$ cat config.mk
export PLATFORM = sky130hd
export DESIGN_NAME = pipeline_arbiter
export DESIGN_NICKNAME = d
export VERILOG_FILES = /design/src/rtl/pipeline_arbiter_pkg.sv /design/src/rtl/pipeline_arbiter_rr_select.sv /design/src/rtl/pipeline_arbiter.sv
export SDC_FILE = /design/constraint.sdc
export NUM_CORES = 1
export LEC_CHECK = 0
export CORE_UTILIZATION = 35
export CTS_CLUSTER_DIAMETER = 50
export DETAILED_ROUTE_END_ITERATION = 8
export GPL_TIMING_DRIVEN = 0
export MAX_ROUTING_LAYER = met4
export PLACE_DENSITY = 0.88
export SETUP_SLACK_MARGIN = 0.15
export SLEW_MARGIN = 40
export SYNTH_ARGS = -nofsm -noshare
export SYNTH_HDL_FRONTEND = slang
export SYNTH_HIERARCHICAL = 1
export SYNTH_SLANG_ARGS = --single-unit
$ cat constraint.sdc
create_clock -name clk -period 3 [get_ports clk]
set_input_delay 0.3 -clock clk [delete_from_list [all_inputs] [get_ports clk]]
set_output_delay 0.3 -clock clk [all_outputs]
set_load 0.05 [all_outputs]
$ cat src/rtl/pipeline_arbiter_pkg.sv
// Shared definitions for the pipeline arbiter: FSM encoding and the
// index-width helper used to size grant identifiers.
package pipeline_arbiter_pkg;

  typedef enum logic {
    IDLE  = 1'b0,
    GRANT = 1'b1
  } state_t;

  function automatic int clog2_f(input int n);
    int r;
    r = 0;
    while ((1 << r) < n) r++;
    return r;
  endfunction

endpackage

$ cat src/rtl/pipeline_arbiter_rr_select.sv
// Round-robin priority search: the first requester at or above rr_ptr,
// wrapping modulo NUM_PORTS. Purely combinational.
module rr_select
  import pipeline_arbiter_pkg::*;
#(
  parameter int NUM_PORTS = 4,
  parameter int ID_WIDTH  = clog2_f(NUM_PORTS)
) (
  input  logic [NUM_PORTS-1:0] req,
  input  logic [ID_WIDTH-1:0]  rr_ptr,
  output logic [ID_WIDTH-1:0]  winner,
  output logic                 any_req
);

  // Scan from the far end toward rr_ptr so the closest requester is written last.
  always_comb begin
    int idx;
    winner  = '0;
    any_req = |req;
    for (int i = NUM_PORTS - 1; i >= 0; i--) begin
      idx = int'(rr_ptr) + i;
      if (idx >= NUM_PORTS) idx = idx - NUM_PORTS;
      if (req[idx]) winner = ID_WIDTH'(idx);
    end
  end

endmodule

$ cat src/rtl/pipeline_arbiter.sv
// Burst-locked round-robin arbiter feeding one registered pipeline stage.
// A grant lasts until the granted port transfers its last beat.
module pipeline_arbiter
  import pipeline_arbiter_pkg::*;
#(
  parameter int NUM_PORTS  = 4,
  parameter int DATA_WIDTH = 32,
  parameter int ID_WIDTH   = clog2_f(NUM_PORTS)
) (
  input  logic                            clk,
  input  logic                            rst,
  input  logic [NUM_PORTS*DATA_WIDTH-1:0] u_data,
  input  logic [NUM_PORTS-1:0]            u_valid,
  input  logic [NUM_PORTS-1:0]            u_last,
  output logic [NUM_PORTS-1:0]            u_ready,
  output logic [DATA_WIDTH-1:0]           d_data,
  output logic                            d_valid,
  output logic                            d_last,
  output logic [ID_WIDTH-1:0]             d_id,
  input  logic                            d_ready,
  output logic                            busy
);

  state_t                state, state_nxt;
  logic [ID_WIDTH-1:0]   rr_ptr;
  logic [ID_WIDTH-1:0]   grant_id;
  logic [ID_WIDTH-1:0]   winner;
  logic                  any_req;
  logic [DATA_WIDTH-1:0] sel_data;
  logic                  sel_valid;
  logic                  sel_last;
  logic                  xfer;

  rr_select #(
    .NUM_PORTS(NUM_PORTS),
    .ID_WIDTH (ID_WIDTH)
  ) u_rr_select (
    .req    (u_valid),
    .rr_ptr (rr_ptr),
    .winner (winner),
    .any_req(any_req)
  );

  assign sel_data  = u_data[int'(grant_id)*DATA_WIDTH +: DATA_WIDTH];
  assign sel_valid = u_valid[grant_id];
  assign sel_last  = u_last[grant_id];
  assign xfer      = (state == GRANT) && sel_valid && u_ready[grant_id];

  // NOTE: sequential state uses non-blocking assignments so every flop
  // samples pre-edge values regardless of process evaluation order.
  always_ff @(posedge clk) begin
    if (rst) state <= IDLE;
    else     state <= state_nxt;
  end

  always_comb begin
    state_nxt = state;
    case (state)
      IDLE:    if (any_req) state_nxt = GRANT;
      GRANT:   if (xfer && sel_last) state_nxt = IDLE;
      default: state_nxt = IDLE;
    endcase
  end

  // NOTE: every output of a combinational block gets a default first;
  // a path that leaves one unassigned would infer a latch.
  always_comb begin
    u_ready = '0;
    busy    = (state == GRANT);
    if (state == GRANT) u_ready[grant_id] = d_ready | ~d_valid;
  end

  // The grant index is captured only in IDLE, so it cannot move mid-burst.
  always_ff @(posedge clk) begin
    if (rst) begin
      grant_id <= '0;
      rr_ptr   <= '0;
    end else begin
      if (state == IDLE && any_req) grant_id <= winner;
      if (xfer && sel_last)
        rr_ptr <= (grant_id == ID_WIDTH'(NUM_PORTS - 1)) ? '0 : grant_id + 1'b1;
    end
  end

  // NOTE: the payload register is reset too, because zeroed d_data/d_id
  // after reset is part of the visible contract, not just d_valid.
  always_ff @(posedge clk) begin
    if (rst) begin
      d_valid <= 1'b0;
      d_last  <= 1'b0;
      d_data  <= '0;
      d_id    <= '0;
    end else if (xfer) begin
      d_valid <= 1'b1;
      d_last  <= sel_last;
      d_data  <= sel_data;
      d_id    <= grant_id;
    end else if (d_ready) begin
      d_valid <= 1'b0;
    end
  end

endmodule

==> flow_summary.toml <==
[outcome]
status = "finished, final reports clean"

[worst_setup_path]
end_kind = "register"
path_cells = "clkbuf_4, clkbuf_4, inv_1, ha_1, mux4_2, nand4_2, buf_6, buf_12, mux2i_1, nor2_1"
cp_slowest_stage_delay_ps = 480
cp-start-kind = "register"
crit_arrival_ps = 2810
criticalPathCategory = "register to register"
rrSetupSlack_ps = 340
timing.critical_path.mode_cell = "clkbuf_4"
timing.rr.start = "grant_id[1]"
slowest_stage = "mux4_2"
crit_fanout = 10
worstSetupStartpoint = "grant_id[1]"
crit_required_ps = 3150

[layout]
fillers = 574
layout_commonest_cell = "clkdlybuf4s50_1"
stdcell_count = 496
drive_above_1_share_pct = 14.00
multi_input_area_um2 = 1575
num_antenna_cells = 0
syn2layout_area_growth_pct = 78.28
nNetsFinal = 543
fin_area_um2 = 4539
layout_common_cells = "clkdlybuf4s50_1 (176), nor2_1 (43), dfxtp_1 (41)"
seq_area_um2 = 820.8

[synthesis]
synthesis.nets = 358
synthCells = 215
seq_area_frac_synth_pct = 32.24
syn_area_um2 = 2546
yosysUniqueCellTypes = 29
yosys_warnings = 6
ys_ff_latch = 41
avgSynthCellArea_um2 = 11.84

[cts]
cts_tree = "yes"
htreeDepth = 2
cts.clk_slew.worst_paths_ps = 80
holdBufCountCts = 0
cts_buffer_depth = 2
root_buffer = "clkbuf_8"
clock_latency_ps = 280
clock-sinks = 41
cts_made_buffers = 5

[sta]
maxSlewHeadroom_pct = 62.03
fmax_ghz = 0.3766
period_share_pct = 88.52
max_slew.worst_pin.slew_ps = 569.6
finalClockSkew_ps = 5.909
rsz0062_at_grt = "false"
setup_viol = 0
period_minus_slack_ps = 2656
slew_viol_final = 0
hold_violations = 0

[drt]
drtIter0Drc = 47
wirelength_um = 8157
wire_per_inst_um = 16.45
drc = 0
drtAntennaViolNets = 0
vias_per_cell = 4.966
drt_first_pass_iters = 4
routed-via-count = 2463

[global_routing]
overflow = 0
grt_util_all_layers_pct = 21.25
grt_pass1_wl_um = 11930
grt_pass1_vias = 2469
grt_antenna_before_repair = 0
grt_max_degree = 12

[worst_hold_path]
hold_class = "register to register"
holdCritStartpoint = "d_last"

[power_and_ir_drop]
swShare_pct = 31.02
power_frac_clock_pct = 21.6
p_switching_mw = 0.5187
vdd_ir_drop_max_uv = 186.1
p_int_mw = 1.154
power.leakage_nw = 1.814
finalPower_mw = 1.672
p_per_area_nw_per_um2 = 368.4
comb_power_share_pct = 41.9
p_seq_share_pct = 36.5

[placed_design]
hpwl_um = 6793
io_buffers = 178
placed_cells = 489
dpl_cell_area_um2 = 4448
place_congestion = 0.8420

[die]
io_pins = 180
rows = 30
die_y_um = 87.29
core_area_um2 = 6907
dieArea_um2 = 7620
start_util_pct = 36.87
die_w_um = 87.29

[run]
max_cap_viol_count = 0
==> layer usage <==
metal  track usage, %  up-vias  part of all wire (%)
li1                 -     1170                     -
met1            22.87     1174                    37
met2            39.56      109                    54
met3            4.645       10                   7.5
met4            4.918        0                   1.3
met5                -        -                     0
==> registers in the layout (all words and copies together), names as in the netlist <==
register  cells
busy          1
d_data       32
d_id          2
d_last        1
d_valid       1
grant_id      2
rr_ptr        2
==> stage by stage <==
step / setup TNS [ps] / worst slack (ps) / utilization, % / hold WS, ps
after CTS: 0 / 209.4 / 65.65 / 466.4
final: 0 / 344.3 / 65.72 / 463.4
after global placement: -114.7 / -18.72 / 64.40 / 452.6
after floorplan: 0 / 483.4 / - / 506.6
after global routing: 0 / 165.9 / 65.72 / 490.0
after detailed placement: -801.3 / -54.08 / 64.40 / 456.0
==> synth_stat cells <==
cell	n	area [um^2]
a211oi_1	1	7.510
a211oi_2	1	12.51
a21oi_1	5	25.02
a221oi_1	1	8.760
and3_1	4	25.02
and3_4	1	11.26
buf_1	3	11.26
buf_12	3	60.06
buf_2	3	15.01
buf_4	1	7.510
buf_6	2	22.52
clkbuf_1	6	22.52
dfxtp_1	41	820.8
ha_1	4	50.05
inv_1	3	11.26
mux2_4	1	15.01
mux2i_1	36	360.4
mux4_2	34	765.7
nand2_1	5	18.77
nand2b_1	5	31.28
nand3_1	2	10.01
nand4_2	1	12.51
nor2_1	43	161.4
nor2b_1	2	12.51
nor3_1	2	10.01
nor3b_1	1	7.510
o211a_2	1	10.01
o211ai_1	2	15.01
o21ai_0	1	5.000
==> logic make-up (layout without fill, tap and decap cells) <==
group	count (synthesis)	in the layout	share of synthesized area, %
AO/OA/AOI/OAI	12	12	3.292
adder cells (fa/ha/maj)	4	4	1.966
buffers and inverters	21	206	5.897
flip-flops	41	41	32.24
multiplexers	71	71	44.82
AND/OR/NAND/NOR	66	66	11.79
==> area by class of cell <==
cell class / count / area share (%)
well taps: 96 / 2.646
plain buffers: 18 / 3.225
inverters: 3 / 0.2481
clock buffers: 7 / 1.902
repair buffers: 178 / 39.20
multi-input cells: 153 / 34.70
flip-flops and latches: 41 / 18.08
==> timing repair <==
item	4_1_cts	5_1_grt
cloned	0	0
buffers inserted	0	0
gates resized for setup	4	2
setup endpoints to repair	39	27
==> worst max-delay path: cells and delay by family (launching register included) <==
family,cells,cell delay (ps)
adders and majority gates,1,230
buffers and inverters,5,990
DFF,1,450
muxes,2,670
and+or+nand+nor,2,180
==> power by group through the flow <==
stage | combinational (mW) | sequential, mW | clock, mW
after CTS | 0.706 | 0.611 | 0.368
after floorplan | 0.272 | 0.749 | 0
after global placement | 0.694 | 0.621 | 0
final | 0.700 | 0.610 | 0.362
after detailed placement | 0.706 | 0.623 | 0
after global routing | 0.739 | 0.616 | 0.400
==> path summary, 6_finish.rpt <==
path | end | depth (start not counted)
worst max register to register | d_data[10] | 10
worst min-delay path | d_last | 2
worst min register to register | d_last | 2
worst max-delay path | d_data[10] | 10
Note: power is estimated with default switching activity, not from simulation.
